$ cat config.mk
export PLATFORM = sky130hd
export DESIGN_NAME = led_sequencer
export DESIGN_NICKNAME = d
export VERILOG_FILES = /design/src/rtl/led_sequencer.sv
export SDC_FILE = /design/constraint.sdc
export NUM_CORES = 1
export LEC_CHECK = 0
export ABC_AREA = 1
export BUFFER_PORTS_ARGS = -buffer_cell sky130_fd_sc_hd__buf_4
export CAP_MARGIN = 20
export CORE_MARGIN = 2
export CORE_UTILIZATION = 30
export CTS_CLUSTER_DIAMETER = 30
export DETAILED_ROUTE_END_ITERATION = 12
export PLACE_DENSITY = 0.45
export SLEW_MARGIN = 10
export SYNTH_ARGS = -nofsm -noshare
export SYNTH_HDL_FRONTEND = slang
export SYNTH_SLANG_ARGS = --single-unit
$ cat constraint.sdc
create_clock -name iCLK -period 2.2 [get_ports iCLK]
set_input_delay 0.44 -clock iCLK [delete_from_list [all_inputs] [get_ports iCLK]]
set_output_delay 0.44 -clock iCLK [all_outputs]
set_load 0.05 [all_outputs]
$ cat src/rtl/led_sequencer.sv
// Drives the 8-LED bank with one of four stepped patterns; a debounced button
// cycles the pattern and a pause input freezes the step prescaler.
module led_sequencer #(
  parameter int unsigned CLK_DIV    = 25_000_000,
  parameter int unsigned DEB_CYCLES = 1_000_000
) (
  input  logic       iCLK,
  input  logic       iRST,
  input  logic       iBTN_MODE,
  input  logic       iPAUSE,
  output logic [7:0] oLED,
  output logic [1:0] oMODE,
  output logic       oTICK
);

  localparam int unsigned PresW = $clog2(CLK_DIV);
  localparam int unsigned DebW  = $clog2(DEB_CYCLES);
  localparam logic [PresW-1:0] PresLast = PresW'(CLK_DIV - 1);
  localparam logic [DebW-1:0]  DebLast  = DebW'(DEB_CYCLES - 1);

  typedef enum logic [1:0] {
    ModeRun    = 2'd0,
    ModeBounce = 2'd1,
    ModeBlink  = 2'd2,
    ModeCount  = 2'd3
  } modeT;

  logic            sync1Q, sync2Q;
  logic            debLevelQ, debLevelD;
  logic [DebW-1:0] debCntQ, debCntD;
  logic [PresW-1:0] presQ, presD;
  logic            dirRightQ, dirRightD;
  modeT            modeQ, modeD;
  logic [7:0]      ledQ, ledD;
  logic            tickQ, tickD;
  logic            advance;
  logic [7:0]      stepLed;
  logic            stepDirRight;

  function automatic logic [7:0] initLed(input modeT m);
    unique case (m)
      ModeBlink: initLed = 8'hFF;
      ModeCount: initLed = 8'h00;
      default:   initLed = 8'h01;
    endcase
  endfunction

  // A level change is accepted only once s2 has disagreed for DEB_CYCLES edges.
  always_comb begin
    debLevelD = debLevelQ;
    debCntD   = '0;
    advance   = 1'b0;
    if (sync2Q != debLevelQ) begin
      if (debCntQ == DebLast) begin
        debLevelD = sync2Q;
        advance   = sync2Q;
      end else begin
        debCntD = debCntQ + DebW'(1);
      end
    end
  end

  always_comb begin
    stepLed      = ledQ;
    stepDirRight = dirRightQ;
    unique case (modeQ)
      ModeRun: stepLed = {ledQ[6:0], ledQ[7]};
      ModeBounce: begin
        if (!dirRightQ) begin
          if (ledQ == 8'h80) begin
            stepLed      = 8'h40;
            stepDirRight = 1'b1;
          end else begin
            stepLed = ledQ << 1;
          end
        end else if (ledQ == 8'h01) begin
          stepLed      = 8'h02;
          stepDirRight = 1'b0;
        end else begin
          stepLed = ledQ >> 1;
        end
      end
      ModeBlink: stepLed = ~ledQ;
      ModeCount: stepLed = ledQ + 8'd1;
    endcase
  end

  // Mode advance outranks a coinciding terminal count and swallows that step.
  always_comb begin
    modeD     = modeQ;
    ledD      = ledQ;
    presD     = presQ;
    dirRightD = dirRightQ;
    tickD     = 1'b0;
    if (advance) begin
      modeD     = modeT'(modeQ + 2'd1);
      ledD      = initLed(modeD);
      presD     = '0;
      dirRightD = 1'b0;
    end else if (!iPAUSE) begin
      if (presQ == PresLast) begin
        presD     = '0;
        ledD      = stepLed;
        dirRightD = stepDirRight;
        tickD     = 1'b1;
      end else begin
        presD = presQ + PresW'(1);
      end
    end
  end

  always_ff @(posedge iCLK) begin
    if (iRST) begin
      sync1Q    <= 1'b0;
      sync2Q    <= 1'b0;
      debLevelQ <= 1'b0;
      debCntQ   <= '0;
      presQ     <= '0;
      dirRightQ <= 1'b0;
      modeQ     <= ModeRun;
      ledQ      <= 8'h01;
      tickQ     <= 1'b0;
    end else begin
      sync1Q    <= iBTN_MODE;
      sync2Q    <= sync1Q;
      debLevelQ <= debLevelD;
      debCntQ   <= debCntD;
      presQ     <= presD;
      dirRightQ <= dirRightD;
      modeQ     <= modeD;
      ledQ      <= ledD;
      tickQ     <= tickD;
    end
  end

  assign oLED  = ledQ;
  assign oMODE = modeQ;
  assign oTICK = tickQ;

endmodule

==> impl_summary.md <==
Route
In this run the remaining antenna-violating nets after routing total 0. The violation count after the first detailed-routing iteration is approximately 250. The detailed-route vias per instance is 4.75. The final wirelength is 8880 um.

The length of routed met3 wiring is approximately 300 um. Dividing the detail-routed wire length by the instance count gives 12.4 um. The detailed router put a total of ~4400 um of wire on met1. Signal routing reaches up to met4. Across all layers, the routed design uses 3400 vias. Wire segments on met2 add up to 4080 um in the final route.

In the routed design, unresolved DRC markers number 0. Before antenna repair, the detailed router went through 4 iterations.

Synth
For this run, the register share of the synthesized area comes to 32.9%. The flip-flop and latch count after synthesis is 60. The mux cell area share after synthesis is 0%.

Summing the areas of all xor and xnor instances in the mapped netlist gives 4.80% of the synthesized area. When the netlist entered floorplanning its net count stood at about 560. The post-synthesis adder-cell area fraction is 3.09%. The synthesized netlist occupies a cell area of 0.00365 mm2. Ranked by total cell area, the synthesized netlist is headed by dfxtp_1, nand2_1, nor2_1, nand3_1, inv_1. The average cell area after synthesis is 6.68 um2. The top cell type by total area after synthesis is dfxtp_1. The combinational family with the most area after synthesis is simple AND/OR/NAND/NOR gates. The number of different library cells in the post-synthesis netlist is 39.

The share of the synthesized area in the top cell type is between 30% and 40%. The simple-gate portion of the synthesized area is 42.4%. The synthesized netlist devotes 7.13% of its cell area to compound gates. Synthesis produced a netlist whose cell count is 546.

The count of yosys warnings during synthesis is 0.

CTS
The number of buffers inserted by hold repair at cts is 0. The clock root buffer is clkbuf_16. The number of post-CTS setup repair buffers is 0.

Clock tree synthesis found a total of 60 sinks. Clock-pin slew was measured on the worst setup and hold paths at 50 ps. Clock latency on the worst-skew pair, taken at its later pin, is approximately 330 ps. The number of buffers between clock root and the deepest sink is 2. The number of clock buffers added by TritonCTS is 9. The number of gates resized after CTS was 0. The clock tree synthesis step divided the H-tree into 3 levels. TritonCTS built the clock tree.

Pwr
The worst-case vdd ir drop is 0.000423 V. The analysis attributes to cell leakage a power of 1.59 nW. In this run the power density over the cells is about 610 mW/mm2.

The design draws 2.57 mW.

Final layout
After filler insertion, the fill cell instance count of the layout stands at 1347. Summing all multi-input logic gate instances after layout gives roughly 0.0021 mm2. The area growth from synthesis to layout is 14.7%. 0 antenna diodes ended up in the layout. The final net count is roughly 580. The register cell area after layout is 0.00120 mm2. The final core area utilization is 35.0%. The post-route netlist has 12.8% of its cells at a drive strength greater than 1. The most common cell after layout, fill and taps aside is nand2_1. The top cell types in the final layout, fill and taps aside, are nand2_1, nor2_1, inv_1.

Critical path
The critical path in this run is classified as reg -> reg. The reg2reg setup slack is roughly 350 ps. The delay contributed by the slowest stage of the critical path is 350 ps. The critical path goes through ha_1, nand2_1, inv_1, nand3_2, nor2_2, nand3_4, nand2_4, inv_4, nand2_8, nor3_1. The startpoint identified for the worst register-to-register timing path is debCntQ[0]. Of all nets on the critical path, the largest fanout is 15.

The critical path starts at debCntQ[0]. The buffers plus inverters on the worst setup path is 2. Among all stages on the critical path, the largest delay is contributed by dfxtp_1. The required time of the critical path is between 2000 and 2500 ps.

The sort of element at the start of the critical path is a flop. The arrival time at the worst endpoint is 2070 ps. The type of destination of the critical path is a flop. In this design, the largest share of critical-path delay is due to simple AND/OR/NAND/NOR gates.

Global route
The first global-routing pass estimated around 15000 um of wire. The total overflow left after global routing is 0. The number of antenna violations at the first check in global routing was 0.

Entering global routing, the biggest net connects 21 pins. The via count of the first global-routing pass is 3266. The total global-route track usage is 14.8%.

STA
Setup total negative slack on the finished layout was measured at 0 ps. Setup violations remaining at the end of the flow were counted as 0. The final critical path takes up 83.9% of the cycle. The final worst hold slack is 298 ps.

The worst setup slack after layout is 354 ps. The max-slew violation count is 0. The tightest slew margin relative to the limit is around 74%. The minimum clock period is 1850 ps.

The number of hold violations in the final report is 0. Timing would allow up to about 540 MHz. The actual slew at the worst max-slew pin is 381 ps.

Setup repair after global routing left no endpoint under its margin. For the final database, setup skew stands at between 5 and 6 ps.

Die
The die boundary width is 114 um. From bottom edge to top edge, the die measures 114 um. The starting utilization of the core area is 30.5%. During I/O placement, the number of pins put on the boundary was 15. Row generation in the floorplan step produced 40 rows.

The area of the die is roughly 0.013 mm2. The core area is 0.0120 mm2.

Placed design
During placement, the flow inserted port buffers numbering 14. At the end of routability-driven placement, the weighted congestion stood at between 0.8 and 0.9. The sum of net half-perimeters after detailed placement is just under 7000 um. The pre-CTS setup slack is 358 ps.

Hold path
The startpoint of the lowest-slack hold path is iRST. The class of the tightest hold or removal check is in -> reg.

Outcome
The run finished with clean final reports.

Run
The tool flagged a number of max-cap violations equal to 0.
==> registers in the layout, indices dropped and copies added, names as in the netlist <==
register / count
oLED: 8
debLevelQ: 1
debCntQ: 20
sync2Q: 1
presQ: 25
dirRightQ: 1
sync1Q: 1
oTICK: 1
oMODE: 2
==> layout make-up <==
| type | instances | share of cell area [%] |
|---|---|---|
| multi-input cells | 401 | 50.0 |
| flip-flops and latches | 60 | 28.7 |
| inverters | 76 | 6.88 |
| clock buffers | 15 | 6.40 |
| well taps | 147 | 4.40 |
| repair buffers | 16 | 2.87 |
| clock inverters | 1 | 0.718 |
==> path summary, 6_finish.rpt <==
kind | to | cells past startpoint
max reg2reg | presQ[5] | 10
min | sync1Q | 2
min reg2reg | sync2Q | 2
max | presQ[5] | 10
==> cells by family after synthesis <==
group / after synthesis
fa+ha+maj: 9
simple gates: 324
compound gates: 48
xor+xnor: 20
flops: 60
buf+inv: 85
==> synth_stat cells (all sizes together) <==
cell type / number
a211oi: 2
a21oi: 22
buf: 8
clkbuf: 1
clkinv: 2
dfxtp: 60
ha: 9
inv: 74
nand2: 119
nand3: 57
nand3b: 5
nand4: 18
nor2: 95
nor2b: 1
nor3: 21
nor3b: 1
nor4: 2
o211ai: 2
o21ai: 20
o22ai: 2
or2: 5
xnor2: 3
xor2: 17
==> per-layer routing <==
metal | up-vias | global-route usage, %
met5 | - | 0
met4 | 0 | 4.63
met3 | 9 | 4.45
met2 | 42 | 24.0
met1 | 1553 | 18.9
li1 | 1796 | -
==> power by group <==
group	switching, mW	internal [mW]
registers	0.00397	1.09
logic	0.0335	0.0141
clock network	0.483	0.939
==> per-stage QoR <==
stage / instances / instance area [um2]
CTS: 716 / 4180
detailed placement: 700 / 3890
global route: 716 / 4180
global placement: 700 / 3890
finish: 716 / 4180
floorplan: 546 / 3650
Note: power is estimated with default switching activity, not from simulation.
